File: config.mk
export PLATFORM = sky130hd
export DESIGN_NAME = wb_pwm_fader
export DESIGN_NICKNAME = d
export VERILOG_FILES = /design/src/rtl/wb_pwm_fader.sv
export SDC_FILE = /design/constraint.sdc
export NUM_CORES = 1
export LEC_CHECK = 0
export CAP_MARGIN = 30
export CORE_MARGIN = 2
export CORE_UTILIZATION = 57
export DETAILED_ROUTE_END_ITERATION = 7
export PLACE_DENSITY = 0.87
export REMOVE_ABC_BUFFERS = 1
export SLEW_MARGIN = 20
export SYNTH_ARGS = -nofsm -noshare
export SYNTH_HDL_FRONTEND = slang
export SYNTH_SLANG_ARGS = --single-unit
File: constraint.sdc
create_clock -name clk -period 4.97 [get_ports clk]
set_input_delay 0.994 -clock clk [delete_from_list [all_inputs] [get_ports clk]]
set_output_delay 0.994 -clock clk [all_outputs]
set_load 0.05 [all_outputs]
File: src/rtl/wb_pwm_fader.sv
// wb_pwm_fader: Wishbone PWM LED driver with a prescaled 1-LSB-per-step sunrise/sunset ramp.
// Define WB_PWM_FADER_IRQ_EN to add irq_o and the read/write CTRL[3] interrupt-enable bit.
module wb_pwm_fader #(
  parameter int PWM_W = 8,
  parameter int DIV_W = 16
) (
  input  logic        clk,
  input  logic        rst,
  input  logic [31:0] wb_adr_i,
  input  logic [31:0] wb_dat_i,
  output logic [31:0] wb_dat_o,
  input  logic        wb_stb_i,
  input  logic        wb_cyc_i,
  input  logic        wb_we_i,
  input  logic [3:0]  wb_sel_i,
  output logic        wb_ack_o,
  output logic        pwm_o,
`ifdef WB_PWM_FADER_IRQ_EN
  output logic        done_o,
  output logic        irq_o
`else
  output logic        done_o
`endif
);
`ifdef WB_PWM_FADER_IRQ_EN
  localparam logic IRQ_EN = 1'b1;
`else
  localparam logic IRQ_EN = 1'b0;
`endif
  localparam logic [0:0] IDLE = 1'b0;
  localparam logic [0:0] RAMP = 1'b1;
  localparam logic [PWM_W-1:0] PMAX = {{(PWM_W-1){1'b1}}, 1'b0};
  logic             ack_q, ack_d, en_q, en_d, inv_q, inv_d, ie_q, ie_d, done_q, done_d;
  logic [31:0]      dat_q, dat_d, rdata;
  logic [PWM_W-1:0] tgt_q, tgt_d, lvl_q, lvl_d, pcnt_q, pcnt_d, duty_q, duty_d, step_lvl;
  logic [DIV_W-1:0] div_q, div_d, pre_q, pre_d;
  logic [0:0]       state_q, state_d;
  logic             req, wr, wr_ctrl, start, set_done;
  logic [2:0]       a;
  logic             unused_bits;
  assign unused_bits = ^{wb_adr_i[31:5], wb_adr_i[1:0], wb_dat_i[31:DIV_W], wb_sel_i[3:1]};
  always_comb begin
    req      = wb_stb_i & wb_cyc_i & ~ack_q;
    wr       = req & wb_we_i & wb_sel_i[0];
    a        = wb_adr_i[4:2];
    wr_ctrl  = wr && a == 3'd0;
    start    = wr_ctrl & wb_dat_i[2];
    ack_d    = req;
    en_d     = wr_ctrl ? wb_dat_i[0] : en_q;
    inv_d    = wr_ctrl ? wb_dat_i[1] : inv_q;
    ie_d     = wr_ctrl ? wb_dat_i[3] & IRQ_EN : ie_q;
    tgt_d    = (wr && a == 3'd1) ? wb_dat_i[PWM_W-1:0] : tgt_q;
    div_d    = (wr && a == 3'd3) ? wb_dat_i[DIV_W-1:0] : div_q;
    step_lvl = lvl_q < tgt_q ? lvl_q + 1'b1 : lvl_q > tgt_q ? lvl_q - 1'b1 : lvl_q;
    state_d  = state_q;
    lvl_d    = lvl_q;
    pre_d    = pre_q;
    set_done = 1'b0;
    // Steps use the pre-edge TARGET, so a TARGET write only steers the following step.
    if (state_q == IDLE) begin
      if (start && en_d) begin
        if (lvl_q != tgt_q) begin
          state_d = RAMP;
          pre_d   = '0;
        end else set_done = 1'b1;
      end
    end else if (!en_d) state_d = IDLE;
    else if (start) pre_d = '0;
    else if (div_q == '0) begin
      lvl_d    = tgt_q;
      state_d  = IDLE;
      set_done = 1'b1;
    end else if (pre_q == div_q - 1'b1) begin
      pre_d = '0;
      lvl_d = step_lvl;
      if (step_lvl == tgt_q) begin
        state_d  = IDLE;
        set_done = 1'b1;
      end
    end else pre_d = pre_q + 1'b1;
    done_d = set_done | (done_q & ~(wr && a == 3'd4 && wb_dat_i[1]));
    pcnt_d = (!en_q || pcnt_q == PMAX) ? '0 : pcnt_q + 1'b1;
    // Duty is latched only as a new period begins so a LEVEL step never splits a period.
    duty_d = (!en_q || pcnt_d == '0) ? lvl_q : duty_q;
    rdata  = a == 3'd0 ? {28'd0, ie_q, 1'b0, inv_q, en_q}
           : a == 3'd1 ? 32'(tgt_q)
           : a == 3'd2 ? 32'(lvl_q)
           : a == 3'd3 ? 32'(div_q)
           : a == 3'd4 ? {30'd0, done_q, state_q == RAMP}
           : 32'd0;
    dat_d  = (req && !wb_we_i) ? rdata : dat_q;
  end
  always_ff @(posedge clk or negedge rst)
    if (!rst) begin
      ack_q   <= 1'b0;
      dat_q   <= '0;
      en_q    <= 1'b0;
      inv_q   <= 1'b0;
      ie_q    <= 1'b0;
      done_q  <= 1'b0;
      tgt_q   <= '0;
      lvl_q   <= '0;
      div_q   <= '0;
      pre_q   <= '0;
      pcnt_q  <= '0;
      duty_q  <= '0;
      state_q <= IDLE;
    end else begin
      ack_q   <= ack_d;
      dat_q   <= dat_d;
      en_q    <= en_d;
      inv_q   <= inv_d;
      ie_q    <= ie_d;
      done_q  <= done_d;
      tgt_q   <= tgt_d;
      lvl_q   <= lvl_d;
      div_q   <= div_d;
      pre_q   <= pre_d;
      pcnt_q  <= pcnt_d;
      duty_q  <= duty_d;
      state_q <= state_d;
    end
  assign wb_ack_o = ack_q;
  assign wb_dat_o = dat_q;
  assign done_o   = done_q;
  assign pwm_o    = en_q ? ((pcnt_q < duty_q) ^ inv_q) : inv_q;
`ifdef WB_PWM_FADER_IRQ_EN
  assign irq_o    = done_q & ie_q;
`endif
endmodule

==> results.tsv <==
stage	metric	value	unit
run_status	status	finished clean	
detailed_routing	num_vias	5194	
worst_setup_path	critPathKind	reg -> out	
sta	setup_tns	0	ns
global_route	overflow	0	
synth	synth_xor_area_share	6.38	%
synth	synth_flop_cell	dfrtp_1	
worst_setup_path	crit_cells	9	
worst_setup_path	crit_arrival	2.93	ns
power_and_ir_drop	vdd_ir_drop_max	0.211	mV
floorplan	num_rows	36	
synth	muxShareOfSynthArea	5.62	%
floorplan	dieHeight	103	microns
synth	synth.distinct_cells	63	
synth	synth_top_area_cell	dfrtp_1	
detailed_routing	route.detailed.drc	0	
synth	synthAdderAreaFrac	4.67	%
clock_tree	cts-root-buf	clkbuf_8	
detailed_routing	finalWirelength	14800	microns
sta	max_freq	255	MHz
finish	finish.net_count	779	
sta	rsz0062_at_grt	no	
worst_setup_path	required	3.98	ns
sta	slew_headroom	47.6	%
sta	layout_min_cycle_time	3.93	ns
worst_setup_path	crit_family	buffers and inverters	
sta	skew	0.0125	ns
worst_setup_path	slowest_delay	0.83	ns
sta	hold_viol	0	
clock_tree	htreeDepth	3	
worst_setup_path	worstSetupEndpoint	pwm_o	
placed_design	gp_congestion	0.908	
synth	syn-instance-count	654	
synth	synth_compound_area_share	15.8	%
worst_hold_path	min_path_cells	2	
floorplan	fp.coreArea	9680	sq um
synth	synthArstFlopShare	100	%
synth	synth-simple-area-share	23.5	%
worst_hold_path	hp-class	reg -> reg	
synth	ys_seq_elements	85	
sta	period_share	79.0	%
worst_setup_path	rr_worst_depth	9	
worst_setup_path	cp_slowest_cell	clkdlybuf4s50_1	
worst_setup_path	r2r_slack	1.32	ns
synth	yosysMostFrequentCell	dfrtp_1	
synth	synth.yosys.seq_area_share	37.8	%
worst_setup_path	cp_max_fo	6	
placed_design	dp_hpwl	11000	microns
clock_tree	clk_pin_slew	0.10	ns
global_route	grt_pass1_wl	24600	microns
detailed_routing	wire_per_inst	17.9	microns
synth	ys_top_cells_by_area	dfrtp_1, nand2_1, o21ai_0	
finish	drive_gt1_share	8.99	%
finish	fillers	758	
synth	ys.warnings.count	0	
detailed_routing	avgViaCountPerCell	6.31	
synth	synth_area	5630	sq um
worst_setup_path	path_buf_inv	1	
floorplan	die_area	10700	sq um
power_and_ir_drop	leakagePower	2.86	nW
sta	drv_slew	0	
clock_tree	clockBufferDepth	2	
worst_setup_path	r2r-start	lvl_q[1]	
synth	synthTopCellsByCount	dfrtp_1, nand2_1, o21ai_0, nor2_1, nand3_1	
clock_tree	hold_buffers	0	
finish	synthToLayoutAreaGrowth	13.3	%
detailed_routing	ant_nets	0	
worst_setup_path	cp_cell_sequence	ha_1 > a21o_1 > a21o_1 > a21oi_1 > nor2b_1 > o21ai_0 > a21oi_1 > xnor2_1 > clkdlybuf4s50_1	
power_and_ir_drop	power_density	314	nW/um^2
finish	antenna_cells	0	
synth	synth_top_family_by_area	simple AND/OR/NAND/NOR gates	
clock_tree	clk_latency	0.37	ns
worst_setup_path	startpoint	pcnt_q[1]	
synth	synth_edf_count	0	
synth	avgSynthCellArea	8.61	sq um
clock_tree	cts_tree	built	
sta	timing.hold.ws	0.491	ns
sta	worstMarginPinSlew	0.782	ns
detailed_routing	first_pass_iters	6	
detailed_routing	drt-initial-drc-count	621	
floorplan	die_w	103	microns
global_route	grt_usage	29.5	%
run	drv_cap	0	
floorplan	num_io_pins	108	
synth	netlist.area_leader.share	37.8	%
clock_tree	clock-sinks	85	
global_route	first_global_vias	5089	
global_route	antenna_found_initial	0	
clock_tree	cts_setup_buffers	0	
worst_setup_path	rr_endpoint	done_o	
sta	setup_viol	0	
placed_design	port_buffers	43	
clock_tree	cts_buffers	9	
global_route	grt_max_degree	49	
worst_setup_path	start_kind	flip-flop	
worst_setup_path	crit_path_end_kind	primary output	
floorplan	start_util	58.1	%
clock_tree	cts_resized	0	
## metal layers
metal / track usage [%] / vias up / share of wire [%]
met5: 0 / - / 0
met4: 12.7 / 0 / 3.6
met1: 37.0 / 2494 / 40
li1: - / 2361 / -
met2: 49.3 / 286 / 49
met3: 6.25 / 53 / 8.1
## registers in the layout (all words and copies together), names as in the netlist
register / count
pcnt_q: 8
inv_q: 1
div_q: 16
wb_ack_o: 1
pre_q: 16
done_o: 1
wb_dat_o: 16
duty_q: 8
en_q: 1
lvl_q: 8
state_q: 1
tgt_q: 8
## layout make-up
cell class	count	area (sq um)	area share, %
clock inverter	7	128	2.00
sequential	85	2130	33.3
multi-input combinational	510	3230	50.6
tap	133	166	2.61
clock buffer	9	124	1.94
timing repair buffer	50	500	7.84
inverter	29	109	1.71
## worst register-to-register path, delay by kind of cell (launching register included)
kind / cells / cell delay [ns]
adder cells (fa/ha/maj): 1 / 0.32
flip-flops: 1 / 0.58
AND/OR/NAND/NOR: 6 / 2.16
AO/OA/AOI/OAI: 2 / 0.53
## logic make-up (layout without fill, tap and decap cells)
logic type,Yosys count,count (layout)
AND/OR/NAND/NOR,260,260
multiplexers,29,29
AO/OA/AOI/OAI,143,143
flip-flops,85,85
other,1,16
adder cells (fa/ha/maj),21,21
buffers and inverters,74,95
XOR/XNOR,41,41
## power breakdown
part / total, mW / internal (mW) / leakage (nW) / switching (mW)
clock: 0.618 / 0.343 / 0.127 / 0.275
combinational: 0.567 / 0.209 / 1.69 / 0.358
sequential: 0.817 / 0.745 / 1.04 / 0.0725
## worst min-delay path by stage
stage | startpoint | to
after floorplan | duty_q[0] | duty_q[0]
after global placement | wb_dat_o[15] | wb_dat_o[15]
after detailed placement | wb_dat_o[12] | wb_dat_o[12]
after CTS | wb_dat_o[12] | wb_dat_o[12]
after global routing | wb_dat_o[11] | wb_dat_o[11]
final | wb_dat_o[4] | wb_dat_o[4]
## metrics by stage
| step | setup WS, ns | power [mW] | std cells | utilization [%] | area [sq um] |
|---|---|---|---|---|---|
| floorplan | 1.70 | 1.19 | 624 | - | 5450 |
| global placement | 1.08 | 1.34 | 806 | 63.0 | 6100 |
| detailed placement | 1.02 | 1.38 | 807 | 63.3 | 6130 |
| CTS | 1.00 | 1.99 | 823 | 65.9 | 6380 |
| global route | 0.917 | 2.09 | 823 | 65.9 | 6380 |
| finish | 1.04 | 2.00 | 823 | 65.9 | 6380 |
## layout by cell type, fill, tap and decap left out, types with 4 or more instances in the layout
cell	Yosys	layout
inv_1	29	29
nor4_1	9	8
a22oi_1	7	7
nand2_1	81	81
nand3_1	31	31
nor2b_1	6	6
clkbuf_8	0	9
conb_1	1	16
a31oi_1	9	9
or3_1	10	10
o31ai_1	8	8
ha_1	21	21
o21ai_0	56	56
nand2b_1	11	11
clkdlybuf4s50_1	0	42
xnor2_1	27	27
and3_1	12	12
mux2i_1	8	8
a21o_1	9	9
or4_1	5	5
o211ai_1	4	4
o31a_1	4	4
nor3_1	24	22
nor2_1	35	35
mux2_2	21	21
dfrtp_1	85	85
a21oi_1	22	22
xor2_1	14	14
or2_2	7	7
nand4_1	13	13
buf_4	16	7
Note: power is estimated with default switching activity, not from simulation.
